$ cat src/rtl/fir_pkg.sv
// Shared constants, coefficient tables and arithmetic helpers for the 4-parallel FFA FIR.
// Output narrowing depends on FIR_SAT_EN: defined saturates, undefined wraps.
package fir_pkg;

   localparam int DATA_W  = 16;
   localparam int COEF_W  = 16;
   localparam int ACC_W   = 36;
   localparam int TAPS    = 16;
   localparam int PAR     = 4;
   localparam int PRE_W   = 18;
   localparam int SUB_LEN = TAPS / PAR;
   localparam int N_SUB   = 9;
   localparam int SHIFT   = 15;
   localparam int SAT_MAX = 2 ** (DATA_W - 1) - 1;
   localparam int SAT_MIN = -(2 ** (DATA_W - 1));

   typedef logic signed [DATA_W-1:0]  sample_t;
   typedef logic signed [PRE_W-1:0]   pre_t;
   typedef logic signed [ACC_W-1:0]   acc_t;
   typedef logic [SUB_LEN*PRE_W-1:0]  coef_set_t;
   typedef logic [PAR-1:0]            phase_mask_t;
   typedef logic [PAR*DATA_W-1:0]     block_t;

   localparam logic signed [COEF_W-1:0] H [TAPS] = '{
      16'sd328,  -16'sd512,  16'sd1024, -16'sd1536,
      16'sd2048,  16'sd4096, 16'sd6144,  16'sd8192,
      16'sd8192,  16'sd6144, 16'sd4096,  16'sd2048,
      -16'sd1536, 16'sd1024, -16'sd512,  16'sd328
   };

   // Polyphase combination per sub-filter (bit j selects phase j):
   // H0, H2, H0+H2, H1, H3, H1+H3, H0+H1, H2+H3, H0+H1+H2+H3.
   localparam phase_mask_t SUB_MASK [N_SUB] = '{
      4'b0001, 4'b0100, 4'b0101,
      4'b0010, 4'b1000, 4'b1010,
      4'b0011, 4'b1100, 4'b1111
   };

   function automatic coef_set_t sub_coefs(phase_mask_t mask);
      coef_set_t set;
      pre_t      sum;
      set = '0;
      for (int k = 0; k < SUB_LEN; k++) begin
         sum = '0;
         for (int j = 0; j < PAR; j++)
            if (mask[j]) sum = sum + pre_t'(H[PAR*k + j]);
         set[k*PRE_W +: PRE_W] = sum;
      end
      return set;
   endfunction

   localparam coef_set_t SUB_COEF [N_SUB] = '{
      sub_coefs(SUB_MASK[0]), sub_coefs(SUB_MASK[1]), sub_coefs(SUB_MASK[2]),
      sub_coefs(SUB_MASK[3]), sub_coefs(SUB_MASK[4]), sub_coefs(SUB_MASK[5]),
      sub_coefs(SUB_MASK[6]), sub_coefs(SUB_MASK[7]), sub_coefs(SUB_MASK[8])
   };

   function automatic pre_t pre_add(phase_mask_t mask, block_t blk);
      pre_t sum;
      sum = '0;
      for (int j = 0; j < PAR; j++)
         if (mask[j]) sum = sum + pre_t'(sample_t'(blk[j*DATA_W +: DATA_W]));
      return sum;
   endfunction

   function automatic sample_t narrow(acc_t acc);
      logic signed [ACC_W-SHIFT-1:0] q;
      q = acc[ACC_W-1:SHIFT];
`ifdef FIR_SAT_EN
      if (q > SAT_MAX)
         return sample_t'(SAT_MAX);
      else if (q < SAT_MIN)
         return sample_t'(SAT_MIN);
      else
         return q[DATA_W-1:0];
`else
      return q[DATA_W-1:0];
`endif
   endfunction

endpackage

$ cat src/rtl/fir_sub4.sv
// Length-4 sub-filter on 18-bit pre-added inputs; the delay line advances one block per clock
// and the output is combinational from the current input plus the three stored taps.
module fir_sub4
   import fir_pkg::*;
#(
   parameter coef_set_t COEF = '0
) (
   input  logic                    clk,
   input  logic                    rst_n,
   input  logic signed [PRE_W-1:0] u,
   output logic signed [ACC_W-1:0] s
);

   logic signed [PRE_W-1:0] dly_reg [SUB_LEN-1];
   logic signed [PRE_W-1:0] tap     [SUB_LEN];
   logic signed [ACC_W-1:0] prod    [SUB_LEN];
   logic signed [ACC_W-1:0] acc;

   assign tap[0] = u;

   generate
      for (genvar gi = 1; gi < SUB_LEN; gi++) begin : g_tap
         assign tap[gi] = dly_reg[gi-1];
      end
      for (genvar gi = 0; gi < SUB_LEN; gi++) begin : g_mul
         localparam logic signed [PRE_W-1:0] G = COEF[gi*PRE_W +: PRE_W];
         assign prod[gi] = acc_t'(G) * acc_t'(tap[gi]);
      end
   endgenerate

   always_ff @(posedge clk or negedge rst_n) begin
      if (!rst_n) begin
         for (int k = 0; k < SUB_LEN-1; k++) dly_reg[k] <= '0;
      end else begin
         dly_reg[0] <= u;
         for (int k = 1; k < SUB_LEN-1; k++) dly_reg[k] <= dly_reg[k-1];
      end
   end

   always_comb begin
      acc = '0;
      for (int k = 0; k < SUB_LEN; k++) acc = acc + prod[k];
   end

   assign s = acc;

endmodule

$ cat src/rtl/fir.sv
// 4-parallel 16-tap FIR built from two cascaded 2-parallel fast-FIR stages (9 sub-filters).
// Narrowing is set by FIR_SAT_EN (saturate when defined, wrap otherwise).
module fir
   import fir_pkg::*;
(
   input  logic               clk,
   input  logic               rst_n,
   input  logic signed [15:0] x4k,
   input  logic signed [15:0] x4k_1,
   input  logic signed [15:0] x4k_2,
   input  logic signed [15:0] x4k_3,
   output logic signed [15:0] y4k,
   output logic signed [15:0] y4k_1,
   output logic signed [15:0] y4k_2,
   output logic signed [15:0] y4k_3
);

   block_t                  x_reg;
   logic signed [PRE_W-1:0] u [N_SUB];
   logic signed [ACC_W-1:0] s [N_SUB];

   logic signed [ACC_W-1:0] s2_dly_reg, s5_dly_reg, s8_dly_reg, bxo_o_dly_reg;
   logic signed [ACC_W-1:0] axe_e, axe_o, bxo_e, bxo_o, m_e, m_o;
   logic signed [ACC_W-1:0] y_acc [PAR];
   logic signed [DATA_W-1:0] y_reg [PAR];

   always_ff @(posedge clk or negedge rst_n) begin
      if (!rst_n) x_reg <= '0;
      else        x_reg <= {x4k_3, x4k_2, x4k_1, x4k};
   end

   generate
      for (genvar gi = 0; gi < N_SUB; gi++) begin : g_sub
         assign u[gi] = pre_add(SUB_MASK[gi], x_reg);
         fir_sub4 #(.COEF(SUB_COEF[gi])) u_sub (
            .clk   (clk),
            .rst_n (rst_n),
            .u     (u[gi]),
            .s     (s[gi])
         );
      end
   endgenerate

   // Inner stage: even part = P0Q0 + delayed P1Q1, odd part = cross term minus both.
   // All post-adds are modulo 2^36; the true outputs fit, so the result stays exact.
   always_comb begin
      axe_e = s[0] + s2_dly_reg;
      axe_o = s[2] - s[0] - s[1];
      bxo_e = s[3] + s5_dly_reg;
      bxo_o = s[5] - s[3] - s[4];
      m_e   = s[6] + s8_dly_reg;
      m_o   = s[8] - s[6] - s[7];
      y_acc[0] = axe_e + bxo_o_dly_reg;
      y_acc[1] = m_e - axe_e - bxo_e;
      y_acc[2] = axe_o + bxo_e;
      y_acc[3] = m_o - axe_o - bxo_o;
   end

   always_ff @(posedge clk or negedge rst_n) begin
      if (!rst_n) begin
         s2_dly_reg    <= '0;
         s5_dly_reg    <= '0;
         s8_dly_reg    <= '0;
         bxo_o_dly_reg <= '0;
         for (int k = 0; k < PAR; k++) y_reg[k] <= '0;
      end else begin
         s2_dly_reg    <= s[1];
         s5_dly_reg    <= s[4];
         s8_dly_reg    <= s[7];
         bxo_o_dly_reg <= bxo_o;
         for (int k = 0; k < PAR; k++) y_reg[k] <= narrow(y_acc[k]);
      end
   end

   assign y4k   = y_reg[0];
   assign y4k_1 = y_reg[1];
   assign y4k_2 = y_reg[2];
   assign y4k_3 = y_reg[3];

endmodule

$ cat config.mk
export PLATFORM = sky130hd
export DESIGN_NAME = fir
export DESIGN_NICKNAME = d
export VERILOG_FILES = /design/src/rtl/fir_pkg.sv /design/src/rtl/fir_sub4.sv /design/src/rtl/fir.sv
export SDC_FILE = /design/constraint.sdc
export NUM_CORES = 2
export LEC_CHECK = 0
export ABC_AREA = 1
export ABC_CLOCK_PERIOD_IN_PS = 12700
export CAP_MARGIN = 40
export CORE_MARGIN = 1
export CORE_UTILIZATION = 39
export CTS_CLUSTER_DIAMETER = 60
export DETAILED_ROUTE_END_ITERATION = 12
export GPL_ROUTABILITY_DRIVEN = 0
export PLACE_DENSITY_LB_ADDON = 0.25
export SYNTH_ARGS = -nofsm -noshare
export SYNTH_HDL_FRONTEND = slang
export SYNTH_SLANG_ARGS = --single-unit
$ cat constraint.sdc
create_clock -name clk -period 12.7 [get_ports clk]
set_input_delay 3.81 -clock clk [delete_from_list [all_inputs] [get_ports clk]]
set_output_delay 3.81 -clock clk [all_outputs]
set_load 0.02 [all_outputs]
==> summary.txt <==
Min path
  • Origin of the worst min-delay path: g_sub[0].u_sub.dly_reg[46]
  • Worst Hold Class: reg -> reg
  • Hold-critical path depth: 0

Setup path
  • Crit path from: x_reg[5]
  • WP data arrival: about 13 ns
  • CP max-delay cell: fa_1
  • Startpoint types: register
  • Worst r2r src: x_reg[5]
  • Element type at the critical path end: register
  • Max stage delay on crit path: approximately 0.56 ns
  • Critical path type: reg -> reg
  • CP Max Fanout: 4
  • Reg2reg path depth: 59
  • Register-to-Register Setup Slack: 0.53 ns
  • CP dominant cell by count: fa_1
  • CP required: roughly 13 ns

Routing
  • ANT nets after route: 0
  • DRC viols: 0
  • Met3 WL: around 16,000 um
  • WL/cell: around 20 um
  • Final WL: around 250,000 um
  • DRT iter0 DRCs: 4,235
  • Met2 WL: between 100,000 and 150,000 um
  • Router iterations before antenna repair: 6
  • Max Used Layer: met4
  • M1 wire length: roughly 110,000 um
  • Total number of vias: 62,400
  • Vias per std cell: between 4 and 5

Run status
  • Status: completed

Clock tree
  • H-tree depth: 3
  • Sink Count: ~680
  • Reg clk slew, reported paths: 0.05 ns
  • Hold Buf Count CTS: 0
  • CTS root buf: clkbuf_16
  • CTS tree: built
  • Worst-skew pair later-pin latency: just under 0.8 ns
  • CTS Buffer Depth: 3
  • Cts bufs inserted: between 100 and 150

Cells and area
  • Area grow syn2layout: 13.6%
  • Final Non-Filler Cells: 12,500
  • Commonest cells after routing, fill and taps aside: 2,221 x inv_1, 1,373 x ha_1, 1,231 x nand2_1
  • Max reg flops: 450
  • # fillers: roughly 20,000
  • Final layout net count: between 10,000 and 15,000
  • Layout cell share with drive strength beyond 1: 6.70%
  • Commonest non-fill, non-tap cell in the layout: inv_1

Global routing
  • Total GRT Usage: between 20% and 30%
  • First-pass GRT wire length: 374,000 um
  • Vias in the first global route: 63,300
  • Pin count of the biggest net entering global routing: 141
  • Initial antenna violation count: 12
  • GRT overflow: 0

Die
  • Die height: around 460 um
  • I/O pins: 130
  • Initial core utilization: a little under 40%
  • Die area: approximately 210,000 um2
  • Die X: between 400 and 500 um
  • Row Count: between 150 and 200
  • Core area: just over 200,000 um2

Timing
  • Final min period: between 10 and 15 ns
  • Final setup viols: 0
  • Tcrit/Tclk final: around 96%
  • Layout Skew: ~0.06 ns
  • Slew Limit Fails: 0
  • Slew headroom: between 30% and 40%
  • Final hold vios: 0
  • Fin Hold WS: around 0.37 ns
  • Tightest Pin Transition: ~1.0 ns
  • F_max: between 80 and 90 MHz
  • Final worst slack: approximately 0.53 ns

Job
  • Max Cap Viol: 0

Synth
  • Synth cell types: 65
  • Ys async rst share: 100%
  • Cell area after synthesis: about 80,000 um2
  • Seq cells post-synth: around 700
  • Biggest area consumer among synthesized cells: ha_1
  • Register area share after synthesis: a little over a fifth
  • Avg Cell Area, Syn: around 8.9 um2
  • Net count after synthesis: between 10,000 and 15,000
  • EDFF count, synth: 0
  • Cell count after synthesis: roughly 9,200
  • Yosys warns: 0
  • Post-synth top area share: 21.4%
  • Synth Flop Type: dfrtp_1
  • Synth area leaders: ha_1 21%, dfrtp_1 21%, fa_1 20%

Placed design
  • Number of I/O port buffers: around 130
  • Setup Slack @ Placement: between 0.05 and 0.06 ns
  • Estimated wirelength of the detail-placed design: 215,000 um
  • DP Cell Count: ~12,000
area by class of cell:
type,count,area [um2],area share [%]
multi-input cells,6238,56600,61.2
well taps,2788,3490,3.77
clock buffers,121,2690,2.91
diodes,3,7.51,0.00812
clock inverters,66,850,0.919
repair buffers,392,3330,3.60
flip-flops and latches,684,17100,18.5
inverters,2228,8360,9.04
per-layer routing:
metal  vias to the layer above  GRT usage [%]
met5                         -              0
met2                      1676           37.0
met1                     30500           32.3
li1                      29800              -
met4                         0           9.31
met3                       334           3.50
worst max-delay path, delay by kind of cell (launching register included):
kind | cells | cell delay, ns
adders and majority gates | 16 | 6.84
AOI/OAI and AO/OA | 14 | 2.11
buffers and inverters | 13 | 1.12
and+or+nand+nor | 13 | 1.05
xor gates and xnor gates | 3 | 0.47
DFF | 1 | 0.43
what timing repair did:
| action | CTS | global route |
|---|---|---|
| pin swaps | 0 | 53 |
| endpoints found under the setup margin | 1 | 10 |
| resized for setup | 1 | 144 |
| buffers inserted | 0 | 19 |
synth_stat cells, types with 5 or more instances:
library cell	instances
ha_1	1395
nor4_1	12
fa_1	815
xnor2_1	243
a31o_2	12
nand2_1	1235
nor3_2	7
o21ai_2	5
nand3_2	7
nor2_2	10
o21ai_1	26
o21a_1	12
nor3b_1	6
a21oi_1	678
nor2_1	302
o21ai_0	221
o31ai_1	23
xor2_2	5
nor3_1	76
a21o_1	46
a211oi_1	12
nand4_1	62
a31oi_1	40
nand3b_1	24
dfrtp_1	684
or2_2	9
nand2_2	24
o21bai_1	70
nand3_1	281
inv_1	2226
a21boi_0	9
xor2_1	491
and2_1	14
o211ai_1	16
worst paths after layout:
path	endpoint
worst min register to register	g_sub[0].u_sub.dly_reg[28]
worst max-delay path	y4k_3[15]
worst min-delay path	g_sub[0].u_sub.dly_reg[28]
worst max register to register	y4k_3[15]
max in group asynchronous	bxo_o_dly_reg[27]
min in group asynchronous	g_sub[3].u_sub.dly_reg[12]
through the flow:
step,util [%],TNS (ns),cell area [um2]
2_1_floorplan,-,0,81400
3_3_place_gp,42.4,-0.0101,87900
3_5_place_dp,42.5,0,88100
4_1_cts,44.2,0,91600
5_1_grt,44.6,-0.0354,92500
6_report,44.6,0,92500
cells by family after synthesis:
| logic type | Yosys count | synth area share [%] |
|---|---|---|
| adders and majority gates | 2210 | 41.5 |
| xor gates and xnor gates | 741 | 8.05 |
| and+or+nand+nor | 2080 | 10.8 |
| AOI/OAI and AO/OA | 1207 | 8.32 |
| buffers and inverters | 2231 | 10.3 |
| DFF | 684 | 21.0 |
Power is left out: the tool's default activity adds up to more than one toggle a clock period on the data nets, which glitch-free logic cannot reach.
